`src/rtl/sp_ram_copier_pkg.sv`:
```
// Shared types and constants for the single-port RAM word copier.
//   state_e : copier FSM state encoding
//   BE_ALL  : byte-enable mask for a full 32-bit word write
package sp_ram_copier_pkg;

    typedef enum logic [1:0] {
        ST_IDLE = 2'd0,
        ST_RD   = 2'd1,
        ST_WR   = 2'd2,
        ST_DONE = 2'd3
    } state_e;

    localparam logic [3:0] BE_ALL = 4'hF;

endpackage

```
`src/rtl/sp_ram_copier.sv`:
```
// Word-by-word copier for a single-port 32-bit RAM. Each word costs one read
// cycle followed by one write cycle, which forwards the read data.
// Ports:
//   clk_i, rst_ni                 clock, asynchronous active-low reset
//   start_i, abort_i              copy request (IDLE only) / early termination
//   src_addr_i, dst_addr_i, len_i byte addresses and word count of the copy
//   busy_o, done_o, err_o         status; err_o flags a misaligned request
//   count_o                       words written in the current/last copy
//   mem_*                         single-port RAM master interface
//
// state   | meaning
// --------+--------------------------------------------------------------
// IDLE    | waiting for start_i
// RD      | read presented at current source address
// WR      | previous read data written to current destination address
// DONE    | one-cycle completion pulse, err_o valid
module sp_ram_copier
    import sp_ram_copier_pkg::*;
#(
    parameter int ADDR_WIDTH = 12,
    parameter int LEN_WIDTH  = ADDR_WIDTH - 1
) (
    input  logic                  clk_i,
    input  logic                  rst_ni,
    input  logic                  start_i,
    input  logic                  abort_i,
    input  logic [ADDR_WIDTH-1:0] src_addr_i,
    input  logic [ADDR_WIDTH-1:0] dst_addr_i,
    input  logic [LEN_WIDTH-1:0]  len_i,
    output logic                  busy_o,
    output logic                  done_o,
    output logic                  err_o,
    output logic [LEN_WIDTH-1:0]  count_o,
    output logic                  mem_en_o,
    output logic [ADDR_WIDTH-1:0] mem_addr_o,
    output logic [31:0]           mem_wdata_o,
    output logic                  mem_we_o,
    output logic [3:0]            mem_be_o,
    input  logic [31:0]           mem_rdata_i
);

    state_e                state_q, state_d;
    logic [ADDR_WIDTH-1:0] src_q, src_d;
    logic [ADDR_WIDTH-1:0] dst_q, dst_d;
    logic [LEN_WIDTH-1:0]  len_q, len_d;
    logic [LEN_WIDTH-1:0]  count_q, count_d;
    logic                  err_q, err_d;
    logic                  misaligned;

    assign misaligned = (|src_addr_i[1:0]) | (|dst_addr_i[1:0]);
    assign count_o    = count_q;

    always_ff @(posedge clk_i or negedge rst_ni) begin
        if (!rst_ni) begin
            state_q <= ST_IDLE;
            src_q   <= '0;
            dst_q   <= '0;
            len_q   <= '0;
            count_q <= '0;
            err_q   <= 1'b0;
        end else begin
            state_q <= state_d;
            src_q   <= src_d;
            dst_q   <= dst_d;
            len_q   <= len_d;
            count_q <= count_d;
            err_q   <= err_d;
        end
    end

    always_comb begin
        state_d     = state_q;
        src_d       = src_q;
        dst_d       = dst_q;
        len_d       = len_q;
        count_d     = count_q;
        err_d       = err_q;
        busy_o      = 1'b0;
        done_o      = 1'b0;
        err_o       = 1'b0;
        mem_en_o    = 1'b0;
        mem_we_o    = 1'b0;
        mem_be_o    = 4'h0;
        mem_addr_o  = '0;
        mem_wdata_o = '0;

        case (state_q)
            ST_IDLE: begin
                // abort_i is deliberately not looked at here: start wins
                if (start_i) begin
                    src_d   = src_addr_i;
                    dst_d   = dst_addr_i;
                    len_d   = len_i;
                    count_d = '0;
                    err_d   = misaligned;
                    state_d = ((len_i == '0) || misaligned) ? ST_DONE : ST_RD;
                end
            end
            ST_RD: begin
                busy_o     = 1'b1;
                mem_en_o   = 1'b1;
                mem_addr_o = src_q;
                state_d    = abort_i ? ST_DONE : ST_WR;
            end
            ST_WR: begin
                busy_o      = 1'b1;
                mem_en_o    = 1'b1;
                mem_we_o    = 1'b1;
                mem_be_o    = BE_ALL;
                mem_addr_o  = dst_q;
                mem_wdata_o = mem_rdata_i;
                // Pointers wrap modulo the address space by construction
                src_d       = src_q + ADDR_WIDTH'(4);
                dst_d       = dst_q + ADDR_WIDTH'(4);
                count_d     = count_q + LEN_WIDTH'(1);
                state_d     = ((count_d == len_q) || abort_i) ? ST_DONE : ST_RD;
            end
            ST_DONE: begin
                done_o  = 1'b1;
                err_o   = err_q;
                state_d = ST_IDLE;
            end
            default: state_d = ST_IDLE;
        endcase
    end

endmodule

```
`config.mk`:
```
export PLATFORM = sky130hd
export DESIGN_NAME = sp_ram_copier
export DESIGN_NICKNAME = d
export VERILOG_FILES = /design/src/rtl/sp_ram_copier_pkg.sv /design/src/rtl/sp_ram_copier.sv
export SDC_FILE = /design/constraint.sdc
export NUM_CORES = 1
export LEC_CHECK = 0
export CAP_MARGIN = 20
export CORE_MARGIN = 4
export CORE_UTILIZATION = 40
export CTS_CLUSTER_DIAMETER = 60
export DETAILED_ROUTE_END_ITERATION = 8
export PLACE_DENSITY = 0.76
export REMOVE_ABC_BUFFERS = 1
export SYNTH_ARGS = -nofsm -noshare
export SYNTH_HDL_FRONTEND = slang
export SYNTH_SLANG_ARGS = --single-unit
export TNS_END_PERCENT = 1
```
`constraint.sdc`:
```
create_clock -name clk_i -period 2.8 [get_ports clk_i]
set_input_delay 0.56 -clock clk_i [delete_from_list [all_inputs] [get_ports clk_i]]
set_output_delay 0.56 -clock clk_i [all_outputs]
set_load 0.03 [all_outputs]
```
# After elaboration in Yosys (flattened, before gate mapping)
# Index checks and enable logic that the tools add are counted.
# Widths: inputs -> output; s select.
[word_totals]
input_bits = 71
reg_bits = 49
elab_cells = 43
[classes]
n_mux = 18
n_eq_ne = 5
addsub = 3
bitwise_logic = 1
reduce_logical = 10
[op_table]
columns = ["operator", "count"]
rows = [
  ["$pmux 12 s2", 3],
  ["$mux 32", 1],
  ["$add 12x3->12 const B", 2],
  ["$mux 12", 2],
  ["$pmux 11 s2", 1],
  ["$add 11x1->11 const B", 1],
  ["$eq 11x11->1", 1],
  ["$logic_not 11->1", 1],
  ["$mux 11", 1],
  ["$pmux 2 s4", 1],
  ["$mux 2", 3],
  ["$reduce_or 2->1", 3],
  ["$mux 1", 5],
  ["$eq 2x2->1 const B", 2],
  ["$mux 4", 1],
  ["$reduce_and 2->1", 2],
  ["$eq 2x1->1 const B", 1],
  ["$logic_not 2->1", 1],
  ["$logic_or 1x1->1", 2],
  ["$ne 2x2->1 const B", 1],
  ["$reduce_bool 2->1", 1],
  ["$or 1x1->1", 1],
]

# Logic depth before layout (Yosys ltp)
# Gate-level depths: netlist (run 1).
[depth]
ltp_word = 6
mapped_depth = 9
depth_no_buf = 7

# Least setup slack after synthesis (run 1)
# OpenSTA, ideal clock, no wires.
[synth_path]
kind = "register to output"
start = "register state_q[0]"
end = "output mem_addr_o[2]"
path_slack_ns = 0.058
t_arrival_ns = 2.182
path_stages_with_launch = 7
path_buffers = 2
cell_sequence = "dfrtp_1 -> inv_1 -> ha_1 -> buf_2 -> clkbuf_1 -> nand2_1 -> a21boi_0"
[synth_via]
elab_chain_cells = 2
elab_cells_between_ends = 3
cone_classes = "eq/ne: 2; mux: 1"
[synth_rtl]
columns = ["item", "line_no", "source"]
rows = [
  ["start: declaration", "sp_ram_copier.sv:42", "state_e state_q, state_d;"],
  ["start signal: assignment", "sp_ram_copier.sv:62", "state_q <= state_d;"],
  ["$eq 2x2->1 / $eq 2x1->1 (equally long branches)", "sp_ram_copier.sv:87", "case (state_q)"],
  ["$pmux 12 s2 *", "sp_ram_copier.sv:87", ""],
  ["end: declaration", "sp_ram_copier.sv:35", "output logic [ADDR_WIDTH-1:0] mem_addr_o,"],
]
# Every way passes the cells marked *; elsewhere a longest branch is shown, timed or not.

# Final worst setup path (run 1)
[layout_path]
start = "register state_q[0]"
end = "output mem_wdata_o[29]"
[layout_via]
elab_chain_cells = 2
[layout_rtl]
columns = ["item", "line_no", "source"]
rows = [
  ["$eq 2x2->1", "sp_ram_copier.sv:87", ""],
  ["$mux 32", "sp_ram_copier.sv:87", ""],
  ["end: declaration", "sp_ram_copier.sv:36", "output logic [31:0] mem_wdata_o,"],
]
# Every way passes these cells.

==> impl_metrics.env, run 1 <==
export IMPL_outcome="completed"
export IMPL_via_per_inst=5.49
export IMPL_synth_distinct_cells=48
export IMPL_hold_viol=0
export IMPL_required_ps=2240
export IMPL_pwr_share_seq_pct=27.7
export IMPL_cp_max_fo=39
export IMPL_clk_path_buf_depth=2
export IMPL_grt_use_total_pct=20.0
export IMPL_timing_slew_headroom_pct=58.0
export IMPL_io_pins=135
export IMPL_cts_sinks=49
export IMPL_initial_utilization_pct=41.5
export IMPL_power_total_w=0.00499
export IMPL_startpoint_type="flip-flop"
export IMPL_coreArea_mm2=0.00781
export IMPL_avgSynthCellArea_um2=8.55
export IMPL_grt_ovfl_total=0
export IMPL_htree_levels=2
export IMPL_cpMaxStageDelayCell="clkdlybuf4s50_1"
export IMPL_ys_flop_type="dfrtp_1"
export IMPL_die_y_um=98.0
export IMPL_setup_tns_ps=0
export IMPL_vias=3283
export IMPL_die_area_mm2=0.00960
export IMPL_grt_pass1_wl_mm=15.9
export IMPL_setup_viol=0
export IMPL_yosysSeqAreaShare_pct=37.9
export IMPL_fmaxAchievable_mhz=368
export IMPL_p_switching_w=0.00242
export IMPL_first_pass_iters=4
export IMPL_p_int_w=0.00257
export IMPL_crit_arrival_ps=2160
export IMPL_async_reset_ff_share_pct=100
export IMPL_drc=0
export IMPL_max_stage_delay_ps=700
export IMPL_tightest_slew_ps=630
export IMPL_drt_initial_drc_count=162
export IMPL_fillers=676
export IMPL_hold_class="in -> async"
export IMPL_skew_ps=9.09
export IMPL_finalCriticalPeriod_ps=2720
export IMPL_synth_edf_count=0
export IMPL_maxCapViolations=0
export IMPL_fp_dieW_um=98.0
export IMPL_rsz0062_at_grt="no"
export IMPL_grt_max_degree=50
export IMPL_timing_final_crit_share_pct=97.2
export IMPL_final_nets=575
export IMPL_fin_area_mm2=0.00475
export IMPL_dp_hpwl_mm=7.52
export IMPL_cts_made_buffers=5
export IMPL_peakVddDrop_mv=0.529
export IMPL_p_sw_share_pct=48.5
export IMPL_tritoncts="done"
export IMPL_p_per_area_mw_per_mm2=1050
export IMPL_synth_warnings=0
export IMPL_grt_antenna_before_repair=0
export IMPL_slew_violations=0
export IMPL_wl_mm=9.91
export IMPL_num_rows=32
export IMPL_placed_area_mm2=0.00464
export IMPL_syn2layout_area_growth_pct=46.6
export IMPL_cts_clk_slew_worst_paths_ps=80
export IMPL_pwr_share_comb_pct=63.7
export IMPL_netlist_instances=379
export IMPL_clk_insertion_delay_late_ps=300
export IMPL_drive_gt1_share_pct=6.65
export IMPL_wl_per_cell_um=16.6
export IMPL_power_frac_clock_pct=8.5
export IMPL_drtAntennaViolNets=0
export IMPL_routabilityCongestion=0.844
export IMPL_num_antenna_cells=0
export IMPL_cts_hold_buffers=0
export IMPL_path_cells="inv_1 > ha_2 > buf_12 > and2_1 > clkdlybuf4s50_1"
export IMPL_cts_root_buf="clkbuf_8"
export IMPL_cp_end_kind="output port"
export IMPL_critPathKind="reg -> out"
export IMPL_p_leak_nw=2.05
export IMPL_synth_seq_cells=49
export IMPL_netlist_area_mm2=0.00324
export IMPL_io_buffers=134
export IMPL_grt_pass1_vias=3210
[registers in the layout, indices dropped and copies added (netlist names)]
register / count
src_q: 12
err_q: 1
count_o: 11
dst_q: 12
len_q: 11
state_q: 2
[per-layer routing]
layer  wire [um]  track usage, %  up-vias
li1            -               -     1589
met1        4240            26.3     1534
met2        4810            33.8      147
met3         724            3.86       13
met4         135            5.54        0
met5           0               0        -
[what timing repair did]
action / CTS / global route
setup buffers: 0 / 0
resized for setup: 9 / 10
hold endpoints to repair: 0 / 0
setup endpoints to repair: 12 / 10
gates cloned: 0 / 0
[power groups by stage]
stage / sequential (W) / combinational, W / clock [W]
2_1_floorplan: 0.00131 / 0.00206 / 0
3_5_place_dp: 0.00140 / 0.00325 / 0
5_1_grt: 0.00143 / 0.00346 / 0.000470
4_1_cts: 0.00138 / 0.00321 / 0.000441
6_report: 0.00139 / 0.00318 / 0.000427
3_3_place_gp: 0.00138 / 0.00317 / 0
[layout by cell type (no fill, tap or decap), types with 3 or more instances in the layout]
cell | synthesis | layout
a211oi_1 | 3 | 3
a21oi_1 | 24 | 24
a22o_1 | 3 | 3
a22oi_1 | 11 | 11
a31oi_1 | 4 | 4
and2_1 | 34 | 34
and3_1 | 6 | 6
and4_1 | 3 | 3
buf_4 | 6 | 5
clkbuf_8 | 0 | 6
clkdlybuf4s50_1 | 0 | 115
dfrtp_1 | 49 | 49
dlygate4sd2_1 | 0 | 8
dlymetal6s2s_1 | 0 | 10
ha_1 | 8 | 6
inv_1 | 7 | 7
mux2_2 | 11 | 11
mux2i_1 | 7 | 7
nand2_1 | 37 | 37
nand2b_1 | 3 | 3
nand3_1 | 16 | 16
nand4_1 | 5 | 5
nor2_1 | 10 | 10
nor2b_1 | 11 | 11
nor3_1 | 4 | 4
nor4_1 | 4 | 4
o21ai_0 | 37 | 37
o22ai_1 | 14 | 14
o31ai_1 | 4 | 4
xnor2_1 | 6 | 6
xor2_1 | 7 | 7
[cells by family (layout without fill, tap and decap cells)]
logic type / after synthesis / in the layout / share of synthesized area [%]
AO/OA/AOI/OAI: 111 / 111 / 20.7
XOR/XNOR: 13 / 13 / 3.51
AND/OR/NAND/NOR: 141 / 141 / 23.4
adder cells (fa/ha/maj): 8 / 8 / 3.09
flip-flops: 49 / 49 / 37.9
multiplexers: 18 / 18 / 5.99
buffers and inverters: 39 / 156 / 5.41
[layout make-up]
class	instances	area, um^2	share of cell area (%)
multi-input combinational	291	1850	38.9
sequential	49	1230	25.8
clock inverter	1	7.51	0.158
clock buffer	6	82.6	1.74
inverter	8	30.0	0.632
timing repair buffer	141	1430	30.1
tap	102	128	2.69
[synth_stat cells, types with 2 or more instances]
| cell type | count | area share [%] |
|---|---|---|
| dfrtp_1 | 49 | 38 |
| nand2_1 | 37 | 4.3 |
| o21ai_0 | 37 | 5.7 |
| and2_1 | 34 | 6.6 |
| a21oi_1 | 24 | 3.7 |
| clkbuf_1 | 18 | 2.1 |
| nand3_1 | 16 | 2.5 |
| o22ai_1 | 14 | 2.7 |
| a22oi_1 | 11 | 2.5 |
| mux2_2 | 11 | 3.8 |
| nor2b_1 | 11 | 2.1 |
| nor2_1 | 10 | 1.2 |
| ha_1 | 8 | 3.1 |
| inv_1 | 7 | 0.81 |
| mux2i_1 | 7 | 2.2 |
| xor2_1 | 7 | 1.9 |
| and3_1 | 6 | 1.2 |
| buf_4 | 6 | 1.4 |
| xnor2_1 | 6 | 1.6 |
| buf_2 | 5 | 0.77 |
| nand4_1 | 5 | 0.97 |
| a31oi_1 | 4 | 0.77 |
| nor3_1 | 4 | 0.62 |
| nor4_1 | 4 | 0.77 |
| o31ai_1 | 4 | 0.93 |
| a211oi_1 | 3 | 0.70 |
| a22o_1 | 3 | 0.81 |
| and4_1 | 3 | 0.81 |
| nand2b_1 | 3 | 0.58 |
| a21boi_0 | 2 | 0.46 |
| buf_1 | 2 | 0.23 |
| or3_1 | 2 | 0.39 |
[critical path, delay by kind of cell, from the launching register on]
family | cells | cell delay, ps
adder cells (fa/ha/maj) | 1 | 260
buffers and inverters | 3 | 1040
AND/OR/NAND/NOR | 1 | 130
flip-flops | 1 | 410
[path summary, 6_finish.rpt]
| path | start | end | slack [ps] | cells past startpoint |
|---|---|---|---|---|
| worst max-delay path | state_q[0]$_DFFE_PN0P_ | mem_wdata_o[29] | 80 | 5 |
| worst min-delay path | rst_ni | len_q[9]$_DFFE_PN0P_ | 360 | 2 |
| worst max register to register | state_q[0]$_DFFE_PN0P_ | src_q[9]$_DFFE_PN0P_ | 380 | 9 |
| worst min register to register | err_q$_DFFE_PN0P_ | err_q$_DFFE_PN0P_ | 480 | 2 |
| max in group asynchronous | rst_ni | src_q[3]$_DFFE_PN0P_ | 2020 | 2 |
| min in group clk_i | err_q$_DFFE_PN0P_ | err_q$_DFFE_PN0P_ | 480 | 2 |
[per-stage QoR]
step           setup WS [ps]  cells  util (%)  hold slack [ps]
3_3_place_gp             179    591      59.5              463
6_report                79.7    598      60.8              363
2_1_floorplan          -3000    348         -              264
4_1_cts                 4.13    598      60.5              372
5_1_grt                 3.88    598      60.8              405
3_5_place_dp            97.7    591      59.5              464
No activity file was read; power rests on OpenSTA's default activity.
==> run 2, diff against run 1 <==
Settings changed: CAP_MARGIN 20 to default, SLEW_MARGIN from default to 0.
==> results of run 2 <==
Final layout, timing and power as in run 1 (identical DEF).
==> run 3, diff against run 2 <==
Settings changed: CORE_MARGIN 4 to 2, SLEW_MARGIN 0 to 20.
==> run 3 against run 2 <==
  * Fmax rose by 0.34%
  * Clock power rose by 22%
  * Global-route usage rose by 2.1 points
  * First-iteration DRC count rose by 25%
  * Sequential power barely moved
==> impl_metrics.env, run 3 (synthesis gave the netlist of run 1 again) <==
export IMPL_crit_arrival_ps=2150
export IMPL_drt_initial_drc_count=203
export IMPL_coreArea_mm2=0.00777
export IMPL_placed_area_mm2=0.00461
export IMPL_multi_input_area_mm2=0.00185
export IMPL_maxCapViolations=0
export IMPL_cts_clk_slew_worst_paths_ps=90
export IMPL_vias=3267
export IMPL_drc=0
export IMPL_tritoncts="done"
export IMPL_startpoint_type="flip-flop"
export IMPL_r2r_end="src_q[10]$_DFFE_PN0P_"
export IMPL_crit_path_end="mem_be_o[0]"
export IMPL_drive_gt1_share_pct=6.48
export IMPL_timing_slew_headroom_pct=58.0
export IMPL_critPathKind="reg -> out"
export IMPL_skew_ps=9.61
export IMPL_critPathLaunch="state_q[0]$_DFFE_PN0P_"
export IMPL_grt_pass1_vias=3079
export IMPL_rsz0062_at_grt="yes"
export IMPL_htree_levels=2
export IMPL_cts_root_buf="clkbuf_8"
export IMPL_path_buf_inv=3
export IMPL_io_buffers=134
export IMPL_hold_class="in -> async"
export IMPL_fin_area_mm2=0.00471
export IMPL_grt_pass1_wl_mm=15.4
export IMPL_cp_depth=4
export IMPL_dp_cells=588
export IMPL_initial_utilization_pct=41.7
export IMPL_wl_per_cell_um=16.5
export IMPL_timing_final_crit_share_pct=96.8
export IMPL_peakVddDrop_mv=0.449
export IMPL_grt_antenna_before_repair=0
export IMPL_reg2regPathDepth=8
export IMPL_first_pass_iters=4
export IMPL_cts_made_buffers=5
export IMPL_die_y_um=94.0
export IMPL_fp_dieW_um=94.0
export IMPL_io_pins=135
export IMPL_grt_use_total_pct=22.1
export IMPL_final_nets=572
export IMPL_clk_path_buf_depth=2
export IMPL_fillers=693
export IMPL_via_per_inst=5.48
export IMPL_path_cells="inv_1 > ha_2 > buf_12 > clkdlybuf4s50_1"
export IMPL_clk_insertion_delay_late_ps=310
export IMPL_dp_hpwl_mm=7.33
export IMPL_final_common_cell="clkdlybuf4s50_1"
export IMPL_cts_setup_buffers=0
export IMPL_slew_violations=0
export IMPL_tightest_slew_ps=630
export IMPL_p_per_area_mw_per_mm2=1050
export IMPL_syn2layout_area_growth_pct=45.4
export IMPL_cts_hold_buffers=0
export IMPL_hold_viol=0
export IMPL_reg_top3="dst_q: 12 flops, src_q: 12 flops"
export IMPL_cpMaxStageDelayCell="clkdlybuf4s50_1"
export IMPL_setup_ws_ps=88.8
export IMPL_holdWs_ps=349
export IMPL_cp_max_fo=77
export IMPL_grt_max_degree=78
export IMPL_cts_sinks=49
export IMPL_required_ps=2240
export IMPL_drtAntennaViolNets=0
export IMPL_num_rows=32
export IMPL_wl_mm=9.86
export IMPL_setup_viol=0
export IMPL_outcome="completed"
export IMPL_grt_ovfl_total=0
export IMPL_num_antenna_cells=0
export IMPL_p_leak_nw=2.15
export IMPL_register_area_mm2=0.00123
export IMPL_reg2reg_slack_ps=240
export IMPL_finalCriticalPeriod_ps=2710
export IMPL_critPathTopFamily="buffers and inverters"
export IMPL_routabilityCongestion=0.830
export IMPL_fmaxAchievable_mhz=369
export IMPL_r2r_start="state_q[0]$_DFFE_PN0P_"
export IMPL_cp_end_kind="output port"
export IMPL_max_stage_delay_ps=730
export IMPL_dp_slack_ps=185
export IMPL_die_area_mm2=0.00883
export IMPL_fin_cells=596
export IMPL_layout_common_cells="87 x clkdlybuf4s50_1, 49 x dfrtp_1, 37 x nand2_1, 37 x o21ai_0, 34 x and2_1"
run 3: where the power goes:
| part | leakage, nW | switching [W] | internal, W | total, W |
|---|---|---|---|---|
| Combinational | 1.50 | 0.00180 | 0.00124 | 0.00304 |
| Sequential | 0.597 | 0.000369 | 0.00101 | 0.00138 |
| Clock | 0.0543 | 0.000251 | 0.000268 | 0.000519 |
run 3: worst min-delay path by stage:
| stage | start | endpoint | slack [ps] | depth (start not counted) |
|---|---|---|---|---|
| after CTS | rst_ni | src_q[6]$_DFFE_PN0P_ | 370 | 2 |
| after detailed placement | err_q$_DFFE_PN0P_ | err_q$_DFFE_PN0P_ | 460 | 2 |
| after global routing | rst_ni | len_q[2]$_DFFE_PN0P_ | 410 | 2 |
| final | rst_ni | len_q[2]$_DFFE_PN0P_ | 350 | 2 |
| after floorplan | rst_ni | count_o[0]$_DFFE_PN0P_ | 260 | 0 |
| after global placement | err_q$_DFFE_PN0P_ | err_q$_DFFE_PN0P_ | 460 | 2 |
run 3: area by class of cell:
class,instances,share of cell area (%)
multi-input cells,291,39.3
repair buffers,138,28.9
flip-flops and latches,49,26.0
well taps,102,2.71
clock buffers,5,1.46
clock inverters,3,0.983
inverters,8,0.637
run 3: layer usage:
layer  track usage, %  share of wire (%)  routed length, um
met1             26.4                 40               3950
met4             3.99                1.2                114
met3             4.65                7.6                754
met2             41.1                 51               5040
met5                0                  0                  0
run 3: metrics by stage:
stage	total power, W	setup TNS (ps)	util (%)
after detailed placement	0.00457	0	59.3
after CTS	0.00496	0	60.2
after floorplan	0.00337	-121220	-
final	0.00494	0	60.6
after global placement	0.00447	0	59.3
after global routing	0.00531	0	60.6
run 3: repair_timing:
item,4_1_cts,5_1_grt
endpoints found under the hold margin,0,0
endpoints found under the setup margin,32,15
gates cloned,0,0
gates resized for setup,37,14
pin swaps,0,0
